===== src/rtl/ro_capture_ctrl_if.sv =====
// DMA write channel between the RO capture controller and the cache-line write path.
// The controller drives valid/addr/data; the write path answers with ready.
interface ro_capture_ctrl_if #(
    parameter int ADDR_WIDTH = 64,
    parameter int LINE_WIDTH = 512
) ();
    logic                  dma_wr_valid;
    logic                  dma_wr_ready;
    logic [ADDR_WIDTH-1:0] dma_wr_addr;
    logic [LINE_WIDTH-1:0] dma_wr_data;

    modport master (
        output dma_wr_valid,
        output dma_wr_addr,
        output dma_wr_data,
        input  dma_wr_ready
    );

    modport slave (
        input  dma_wr_valid,
        input  dma_wr_addr,
        input  dma_wr_data,
        output dma_wr_ready
    );
endinterface


===== src/rtl/ro_capture_ctrl.sv =====
// Sequences one ring-oscillator power-trace capture: arm, time a window, latch the
// RO count and write it out as one cache line per sample, optionally launching RSA.
module ro_capture_ctrl #(
    parameter int ADDR_WIDTH  = 64,
    parameter int SIZE_WIDTH  = 32,
    parameter int COUNT_WIDTH = 32,
    parameter int LINE_WIDTH  = 512
) (
    input  logic                   clk,
    input  logic                   rst,
    input  logic                   go,
    input  logic                   rsa_go,
    input  logic [ADDR_WIDTH-1:0]  wr_addr,
    input  logic [SIZE_WIDTH-1:0]  num_samples,
    input  logic [SIZE_WIDTH-1:0]  collect_cycles,
    input  logic [COUNT_WIDTH-1:0] ro_count,
    output logic                   ro_clear,
    output logic                   switcher_en,
    output logic                   rsa_start,
    output logic                   busy,
    output logic                   done,
    ro_capture_ctrl_if.master      dma
);

    typedef enum logic [2:0] {IDLE, ARM, COLLECT, WRITE, DONE} state_t;

    state_t                 state;
    logic [ADDR_WIDTH-1:0]  base_q;
    logic [SIZE_WIDTH-1:0]  num_q;
    logic [SIZE_WIDTH-1:0]  cc_q;
    logic [SIZE_WIDTH-1:0]  win_cnt;
    logic [SIZE_WIDTH-1:0]  sample_idx;
    logic [COUNT_WIDTH-1:0] sample_q;
    logic                   valid_q;
    logic [LINE_WIDTH-1:0]  line;

    // Address and payload derive from registers only, so they stay stable while valid waits for ready.
    assign dma.dma_wr_valid = valid_q;
    assign dma.dma_wr_addr  = base_q + (ADDR_WIDTH'(sample_idx) << 6);

    always_comb begin
        line                       = '0;
        line[COUNT_WIDTH-1:0]      = sample_q;
        line[COUNT_WIDTH +: 32]    = 32'(sample_idx);
    end

    assign dma.dma_wr_data = line;

    always_ff @(posedge clk or posedge rst) begin
        if (rst) begin
            state       <= IDLE;
            base_q      <= '0;
            num_q       <= '0;
            cc_q        <= '0;
            win_cnt     <= '0;
            sample_idx  <= '0;
            sample_q    <= '0;
            valid_q     <= 1'b0;
            ro_clear    <= 1'b0;
            switcher_en <= 1'b0;
            rsa_start   <= 1'b0;
            busy        <= 1'b0;
            done        <= 1'b0;
        end else begin
            ro_clear  <= 1'b0;
            rsa_start <= 1'b0;
            case (state)
                IDLE, DONE: begin
                    if (go || rsa_go) begin
                        base_q     <= wr_addr;
                        num_q      <= num_samples;
                        cc_q       <= (collect_cycles == '0) ? SIZE_WIDTH'(1) : collect_cycles;
                        win_cnt    <= '0;
                        sample_idx <= '0;
                        if (num_samples == '0) begin
                            state <= DONE;
                            done  <= 1'b1;
                        end else begin
                            state     <= ARM;
                            done      <= 1'b0;
                            busy      <= 1'b1;
                            ro_clear  <= 1'b1;
                            rsa_start <= rsa_go;
                        end
                    end
                end
                ARM: begin
                    state       <= COLLECT;
                    switcher_en <= 1'b1;
                    win_cnt     <= '0;
                end
                COLLECT: begin
                    if (win_cnt == cc_q - SIZE_WIDTH'(1)) begin
                        state       <= WRITE;
                        sample_q    <= ro_count;
                        switcher_en <= 1'b0;
                        valid_q     <= 1'b1;
                    end else begin
                        win_cnt <= win_cnt + SIZE_WIDTH'(1);
                    end
                end
                WRITE: begin
                    if (dma.dma_wr_ready) begin
                        valid_q    <= 1'b0;
                        sample_idx <= sample_idx + SIZE_WIDTH'(1);
                        if (sample_idx + SIZE_WIDTH'(1) == num_q) begin
                            state <= DONE;
                            busy  <= 1'b0;
                            done  <= 1'b1;
                        end else begin
                            state    <= ARM;
                            ro_clear <= 1'b1;
                            win_cnt  <= '0;
                        end
                    end
                end
                default: begin
                    state <= IDLE;
                end
            endcase
        end
    end

endmodule

===== src/flat_wrapper.sv =====
// flat-port wrapper written by rule: the top's interface ports become plain ports
module ro_capture_ctrl_flat 
#(
    parameter int ADDR_WIDTH  = 64,
    parameter int SIZE_WIDTH  = 32,
    parameter int COUNT_WIDTH = 32,
    parameter int LINE_WIDTH  = 512
)
  (clk, rst, go, rsa_go, wr_addr, num_samples, collect_cycles, ro_count, ro_clear, switcher_en, rsa_start, busy, done, dma_dma_wr_valid, dma_dma_wr_addr, dma_dma_wr_data, dma_dma_wr_ready);
  ro_capture_ctrl_if #(.ADDR_WIDTH(ADDR_WIDTH), .LINE_WIDTH(LINE_WIDTH)) dma_i ();
  input  logic clk;
  input  logic rst;
  input  logic go;
  input  logic rsa_go;
  input  logic [ADDR_WIDTH-1:0] wr_addr;
  input  logic [SIZE_WIDTH-1:0] num_samples;
  input  logic [SIZE_WIDTH-1:0] collect_cycles;
  input  logic [COUNT_WIDTH-1:0] ro_count;
  output logic ro_clear;
  output logic switcher_en;
  output logic rsa_start;
  output logic busy;
  output logic done;
  output wire logic [$bits(dma_i.dma_wr_valid)-1:0] dma_dma_wr_valid;
  output wire logic [$bits(dma_i.dma_wr_addr)-1:0] dma_dma_wr_addr;
  output wire logic [$bits(dma_i.dma_wr_data)-1:0] dma_dma_wr_data;
  input wire logic [$bits(dma_i.dma_wr_ready)-1:0] dma_dma_wr_ready;
  assign dma_dma_wr_valid = dma_i.dma_wr_valid;
  assign dma_dma_wr_addr = dma_i.dma_wr_addr;
  assign dma_dma_wr_data = dma_i.dma_wr_data;
  assign dma_i.dma_wr_ready = dma_dma_wr_ready;
  ro_capture_ctrl #(.ADDR_WIDTH(ADDR_WIDTH), .SIZE_WIDTH(SIZE_WIDTH), .COUNT_WIDTH(COUNT_WIDTH), .LINE_WIDTH(LINE_WIDTH)) u_core (.clk(clk), .rst(rst), .go(go), .rsa_go(rsa_go), .wr_addr(wr_addr), .num_samples(num_samples), .collect_cycles(collect_cycles), .ro_count(ro_count), .ro_clear(ro_clear), .switcher_en(switcher_en), .rsa_start(rsa_start), .busy(busy), .done(done), .dma(dma_i));
endmodule

===== config.mk =====
export PLATFORM = sky130hd
export DESIGN_NAME = ro_capture_ctrl_flat
export DESIGN_NICKNAME = d
export VERILOG_FILES = /design/src/rtl/ro_capture_ctrl_if.sv /design/src/rtl/ro_capture_ctrl.sv /design/src/flat_wrapper.sv
export SDC_FILE = /design/constraint.sdc
export NUM_CORES = 1
export LEC_CHECK = 0
export CORE_AREA = 10 10 282 284
export DETAILED_ROUTE_END_ITERATION = 6
export DIE_AREA = 0 0 292 294
export PLACE_DENSITY = 0.51
export SLEW_MARGIN = 30
export SYNTH_ARGS = -nofsm -noshare
export SYNTH_HDL_FRONTEND = slang
export SYNTH_SLANG_ARGS = --single-unit

===== constraint.sdc =====
create_clock -name clk -period 11 [get_ports clk]
set_input_delay 2.2 -clock clk [delete_from_list [all_inputs] [get_ports clk]]
set_output_delay 2.2 -clock clk [all_outputs]
set_load 0.02 [all_outputs]

After elaboration in Yosys (flattened, before gate mapping)
Cells that the tools add are included.

storage, ports and cells
  flip-flop bits (word level) = 233
  output and inout bits = 582
  input port bits = 165

cells by class
  reductions and logical operators = 18
  add/subtract/negate cells = 4
  mux-type cells = 37
  equal/unequal tests = 13

operator list
  cell                     number
  $mux W32                 6
  $pmux W32 S4             1
  $add A32 B1 Y32 const B  2
  $add A64 B38 Y64         1
  $eq A32 B32 Y1           2
  $logic_not A32 Y1        2
  $pmux W32 S2             1
  $sub A32 B1 Y32 const B  1
  $mux W1                  18
  $mux W3                  5
  $pmux W3 S4              1
  $pmux W1 S2              5
  $reduce_and A5 Y1        2
  $reduce_and A3 Y1        3
  $ne A2 B2 Y1 const B     4
  $eq A3 B2 Y1 const B     2
  $ne A2 B1 Y1 const B     3
  $reduce_and A2 Y1        3
  $reduce_bool A2 Y1       3
  $reduce_and A4 Y1        1
  $reduce_bool A4 Y1       1
  $eq A3 B1 Y1 const B     1
  $eq A3 B3 Y1 const B     1
  $logic_not A3 Y1         1
  2 further kinds          2

Longest topological paths before layout
Gate-level depths: netlist of the first run.

  word-level depth = 5
  gate-level depth with buffers = 15
  gate-level depth less buffers = 13

Worst setup path before layout of the first run
No wires, ideal clock.

  kind = reg2out
  start point = reg u_core.sample_idx[0]
  end point = out dma_dma_wr_addr[46]
  stages on the path, launching flop included = 14
  path slack = 4.657 ns
  path buffers = 0
  arrival = 4.143 ns
  cell sequence = dfrtp_1 -> ha_1 -> inv_1 -> fa_1 -> nand2b_1 -> a21boi_0 -> o21ai_0 -> a2111oi_1 -> o2111ai_1 -> o2bb2ai_1 -> o41a_1 -> o41ai_2 -> nand4_1 -> xnor2_1

between the ends
  longest elaborated chain between the ends = 1

RTL lines
  what                    RTL line                text
  from (decl)             ro_capture_ctrl.sv:32   logic [SIZE_WIDTH-1:0] sample_idx;
  from (signal assigned)  ro_capture_ctrl.sv:105  sample_idx <= sample_idx + SIZE_WIDTH'(1);
  $add A64 B38 Y64        ro_capture_ctrl.sv:39   assign dma.dma_wr_addr = base_q + (ADDR_WIDTH'(sample_idx) << 6);
  to (decl)               flat_wrapper.sv:25      output wire logic [$bits(dma_i.dma_wr_addr)-1:0] dma_dma_wr_addr;

No other way between the ends.

Final worst setup path of the first run
  start point = reg u_core.sample_idx[0]
  end point = out dma_dma_wr_addr[40]

The elaborated chain is that of the path after synthesis.

==> out/results.ini, run 1 <==
[die]
rows = 100
die_h_um = 294
dieArea_mm2 = 0.0858
io_pins = 747
initial_core_util = 0.241
coreArea_mm2 = 0.0739
dieWidth_um = 292

[timing]
worst_slew_pin_slew_ns = 0.922
slew_headroom = 0.380
rsz0062_at_grt = false
setup_ws_ns = 2.78
period_share = 0.748
setup_tns_ns = 0
holdWs_ns = 0.471
fmax_mhz = 122
final_max_slew_viol_count = 0
skew_ns = 0.0200
setup_violations = 0
hold_viol_final = 0
post-route-min-period_ns = 8.22

[cts]
cts_tree = built
cts-root-buf = clkbuf_16
cts_hold_buf = 0
cts_sinks = 233
numCtsBuffers = 31
clk-insertion-delay-late_ns = 0.60
clock_path_buffers = 3
cts_resized = 0
htree_levels = 1
post_cts_buffers = 0
path_clk_slew_ns = 0.06

[run_status]
outcome = finished clean

[synthesis]
synth_edf_count = 0
netlist.area_leader.share = 0.327
synth_flop_cell = dfrtp_1
ys_seq_elements = 233
synthDistinctLibCells = 80
synthesis.instances = 2266
post_synth.cell_area_avg_um2 = 7.87
synth_top_area_cell = dfrtp_1
async_reset_ff_frac = 1.00
synth.most_common_cell = nand2_1
syn-cell-area_mm2 = 0.0178
synth_warnings = 0
yosys-top-cells-area = dfrtp_1 33%, buf_4 19%, nand2_1 12%, xnor2_1 4.2%, o21ai_0 2.7%
seq_area_frac_synth = 0.327
synth_common_cells = 554 x nand2_1, 459 x buf_4, 233 x dfrtp_1

[route]
drt_iter0_drc = 888
antenna_left = 0
firstDrtPassIters = 5
vias = 14908
wl_um = 63000
viasPerCell = 4.27
wl_per_cell_um = 18.0
drc = 0

[power]
power_density_mw_per_mm2 = 211
power.share.clock = 0.230
ir_drop_mv = 0.121
power_frac_comb = 0.452
p_total_mw = 4.43
p_leak_nw = 9.67
swShare = 0.444
internal-power_mw = 2.46
seqPwrFrac = 0.317
power_switching_mw = 1.97

[hold_path]
holdPathStages = 2
min_path_type = reg -> reg

[final_layout]
nNetsFinal = 2700
drive_above_1_share = 0.0345
syn_to_final_growth_pct = 17.7
final_util = 0.284
final_area_mm2 = 0.0210
finalNonFillerCells = 3492
nFillCells = 8061

[global_route]
grt_util_met1 = 0.185
top_usage_layer = met2
grt_pass1_wl_um = 93700
first_global_vias = 14726
grt_util_met2 = 0.211
grt_max_degree = 130
grtUsageTotal = 0.137
antenna_found_initial = 8
overflow = 0
grtUsageMet3 = 0.0399

[placed_design]
io_buffers = 298
preCtsSetupSlack_ns = 3.53
dp_hpwl_um = 48800
postPlaceCellArea_mm2 = 0.0200
gp_congestion = 0.868
dp_cells = 3435

[worst_setup_path]
worst_setup_path_end_kind = primary output
reg2reg_depth = 10
worstSetupPathType = reg -> out
required_ns = 8.80
startpoint_type = flip-flop
cp_data_arrival_time_ns = 6.02
critPathMaxFanout = 9

[job]
max-cap-violations = 0

power groups by stage:
stage | clock (mW) | combinational, mW | sequential [mW]
6_report | 1.02 | 2.00 | 1.41
5_1_grt | 1.09 | 2.21 | 1.45
4_1_cts | 1.07 | 2.02 | 1.41
3_5_place_dp | 0 | 2.01 | 1.42
3_3_place_gp | 0 | 2.00 | 1.42
2_1_floorplan | 0 | 1.48 | 1.30
worst max-delay path, stage by stage, from the launching register on:
cell             delay (ns)
dfrtp_1                0.50
ha_1                   0.23
inv_1                  0.06
fa_1                   0.39
nand2b_1               0.16
a21boi_0               0.22
o21ai_0                0.21
a2111oi_1              0.73
o2111ai_1              0.22
o2bb2ai_1              0.31
o41a_1                 0.57
o31ai_1                0.78
nand3_1                0.18
xnor2_1                0.21
clkdlybuf4s50_1        0.64
cell type report:
class,count,area [um2],share of cell area
multi-input cells,1894,9750,0.464
flip-flops and latches,233,5830,0.278
repair buffers,310,3090,0.147
well taps,969,1210,0.0577
clock buffers,42,867,0.0413
clock inverters,13,141,0.00673
inverters,29,116,0.00554
diodes,2,5.00,0.000238
routing by layer:
metal | part of all wire | vias up
met2 | 0.44 | 576
li1 | - | 7205
met1 | 0.45 | 7045
met4 | 0.022 | 12
met5 | 0.0010 | -
met3 | 0.083 | 70
cell usage in the layout (no fill, tap or decap), drive strengths merged, types with 12 or more instances in the layout:
cell	count
a21o	25
a21oi	52
a31oi	24
and3	26
buf	12
clkbuf	42
clkdlybuf4s50	298
conb	448
dfrtp	233
ha	35
inv	30
nand2	554
nand2b	22
nand3	64
nand4	34
nor2	108
nor3	32
nor4	39
o21ai	110
o31ai	60
xnor2	85
xor2	48
sequential cells by signal, indices dropped and copies added (netlist names), 3 cells and up:
| signal | count |
|---|---|
| u_core.win_cnt | 32 |
| u_core.base_q | 64 |
| u_core.cc_q | 32 |
| u_core.num_q | 32 |
| u_core.sample_idx | 32 |
| u_core.sample_q | 32 |
| u_core.state | 3 |
worst paths after layout:
path | startpoint | end | slack (ns)
max in group asynchronous | rst | u_core.base_q[3]$_DFFE_PP0P_ | 7.54
max | u_core.sample_idx[0]$_DFFE_PP0P_ | dma_dma_wr_addr[40] | 2.78
min in group asynchronous | rst | u_core.sample_q[3]$_DFFE_PP0P_ | 2.13
min | u_core.sample_q[13]$_DFFE_PP0P_ | u_core.sample_q[13]$_DFFE_PP0P_ | 0.47
min reg2reg | u_core.sample_q[13]$_DFFE_PP0P_ | u_core.sample_q[13]$_DFFE_PP0P_ | 0.47
max reg2reg | u_core.sample_idx[3]$_DFFE_PP0P_ | u_core.win_cnt[21]$_DFFE_PP0P_ | 5.76
cells by family (layout without fill, tap and decap cells):
group | count (synthesis) | after routing | synth area share
adders and majority gates | 36 | 36 | 0.0257
muxes | 1 | 1 | 0.000561
and+or+nand+nor | 942 | 942 | 0.239
buffers and inverters | 586 | 394 | 0.222
AOI/OAI and AO/OA | 334 | 334 | 0.120
other | 1 | 450 | 0.000210
DFF | 233 | 233 | 0.327
xor gates and xnor gates | 133 | 133 | 0.0653
No activity file was read; power rests on OpenSTA's default activity.
==> run 2, diff against run 1 <==
- CORE_AREA: 10 10 282 284 -> 10 10 279 281
- DIE_AREA: 0 0 292 294 -> 0 0 289 291
- PLACE_DENSITY: 0.51 -> 0.54
- clock period: 11 -> 7.4 ns (I/O delays scaled with it)
==> out/results.ini, run 2 (synthesis gave the netlist of run 1 again) <==
[job]
max-cap-violations = 0  ; unchanged

[global_route]
first_global_vias = 14482  ; -1.7%
grt_max_degree = 123  ; -5.4%
grt_pass1_wl_um = 92500  ; -1.3%
grtUsageTotal = 0.139  ; +0.00243
antenna_found_initial = 5  ; -3
overflow = 0  ; unchanged

[hold_path]
min_path_type = reg -> reg
worstHoldStart = u_core.base_q[4]$_DFFE_PP0P_

[final_layout]
final_common_cell = nand2_1
syn_to_final_growth_pct = 18.9
diodes = 0  ; -2
nNetsFinal = 2711  ; +0.41%
final_util = 0.293  ; +0.00908
mostFrequentLayoutCells = 553 x nand2_1, 448 x conb_1, 298 x clkdlybuf4s50_1
drive_above_1_share = 0.0394  ; +0.00492
nFillCells = 7906  ; -1.9%
final_area_mm2 = 0.0212  ; +0.95%
largest_register_ff_count = 64  ; unchanged
finalNonFillerCells = 3495  ; +0.086%
regMostFlops = u_core.base_q

[cts]
cts_sinks = 233  ; unchanged
htree_levels = 2  ; +1
cts_hold_buf = 0  ; unchanged
path_clk_slew_ns = 0.06  ; about the same
cts-root-buf = clkbuf_16
clock_path_buffers = 3  ; unchanged
numCtsBuffers = 34  ; +9.7%
post_cts_buffers = 0  ; unchanged
cts_resized = 0  ; unchanged
clk-insertion-delay-late_ns = 0.56  ; -0.04 ns
cts_tree = built

[timing]
skew_ns = 0.0274  ; +0.00746 ns
worst_slew_pin_slew_ns = 0.882  ; -0.0398 ns
holdWs_ns = 0.468  ; -0.00286 ns
setup_ws_ns = 0.472  ; -2.30 ns
hold_viol_final = 0  ; unchanged
rsz0062_at_grt = false
setup_tns_ns = 0  ; unchanged
slew_headroom = 0.412  ; +0.0318
fmax_mhz = 144
setup_violations = 0  ; unchanged
post-route-min-period_ns = 6.93
period_share = 0.936
final_max_slew_viol_count = 0  ; unchanged

[route]
viasPerCell = 4.28  ; +0.17%
wl_um = 62700  ; -0.55%
antenna_left = 0  ; unchanged
wl_per_cell_um = 17.9  ; -0.64%
vias = 14946  ; +0.25%
drc = 0  ; unchanged
drt_iter0_drc = 1063  ; +20%
firstDrtPassIters = 5  ; unchanged

[placed_design]
postPlaceCellArea_mm2 = 0.0200  ; +0.28%
dp_cells = 3433  ; -0.058%
preCtsSetupSlack_ns = 0.856  ; -2.67 ns
dp_hpwl_um = 48500  ; -0.65%
io_buffers = 298  ; unchanged
gp_congestion = 0.825  ; -5.0%

[power]
ir_drop_mv = 0.139  ; +15%
p_total_mw = 6.74  ; +52%
power_density_mw_per_mm2 = 318  ; +51%
p_leak_nw = 9.79  ; +1.2%

[worst_setup_path]
r2r_start = u_core.cc_q[0]$_DFFE_PP0P_
startpoint_type = flip-flop
crit_start = u_core.sample_idx[0]$_DFFE_PP0P_
worst_setup_path_end_kind = primary output
required_ns = 5.92  ; -2.88 ns
cp_data_arrival_time_ns = 5.45  ; -0.57 ns
critPathMaxFanout = 9  ; unchanged
worstSetupPathType = reg -> out

[die]
initial_core_util = 0.247  ; +0.00536
rows = 99  ; -1.0%
dieArea_mm2 = 0.0841  ; -2.0%
io_pins = 747  ; unchanged
coreArea_mm2 = 0.0723  ; -2.2%
dieWidth_um = 289  ; -1.0%
die_h_um = 291  ; -1.0%

[run_status]
outcome = finished clean

==> run 2: changes by cell type in the layout (fill, tap and decap cells not counted), sizes merged <==
cell | before | now
buf | 12 | 20
clkinvlp | 3 | 2
clkbuf | 42 | 47
diode | 2 | 0
clkinv | 7 | 11
inv | 30 | 28
bufinv | 2 | 3
==> run 2: area by class of cell <==
type	instances	area, um2	area share
Multi-Input combinational cell	1894	9760	0.460
Tap cell	959	1200	0.0566
Inverter	29	113	0.00531
Sequential cell	233	5830	0.275
Clock buffer	47	950	0.0448
Clock inverter	15	204	0.00962
Timing Repair Buffer	318	3160	0.149
==> run 2: where the power goes <==
group	total, mW	switching (mW)	internal, mW
clock	1.69	0.671	1.01
sequential	2.08	0.428	1.65
combinational	2.98	1.85	1.13
==> run 2: final timing paths <==
check | end | slack, ns | depth (start not counted)
worst max-delay path | dma_dma_wr_addr[46] | 0.47 | 15
worst min-delay path | u_core.base_q[4]$_DFFE_PP0P_ | 0.47 | 2
worst max register to register | u_core.win_cnt[31]$_DFFE_PP0P_ | 2.21 | 13
max in group asynchronous | u_core.num_q[2]$_DFFE_PP0P_ | 5.14 | 3
min in group asynchronous | u_core.sample_q[0]$_DFFE_PP0P_ | 1.21 | 2
worst min register to register | u_core.base_q[4]$_DFFE_PP0P_ | 0.47 | 2
==> run 2: routing by layer <==
metal / wire length, um / GRT usage / vias to the layer above
met5: 39 / 0 / -
met4: 1040 / 0.0331 / 6
met3: 5030 / 0.0332 / 62
met2: 28100 / 0.215 / 537
met1: 28500 / 0.191 / 7126
li1: - / - / 7215
==> run 2: critical path, cell delays in order, from the launching register on <==
cell	delay, ns
dfrtp_1	0.54
ha_1	0.24
inv_1	0.06
fa_1	0.39
nand2b_1	0.16
a21boi_0	0.22
o21ai_0	0.21
a2111oi_2	0.53
o2111ai_1	0.22
o2bb2ai_1	0.31
o41a_1	0.58
o41ai_2	0.29
buf_4	0.21
nand4_1	0.11
xnor2_1	0.18
clkdlybuf4s50_1	0.64
==> run 3, diff against run 2 <==
- ABC_CLOCK_PERIOD_IN_PS: unset -> 7400
==> results of run 3 <==
Final layout, timing and power as in run 2 (identical DEF).
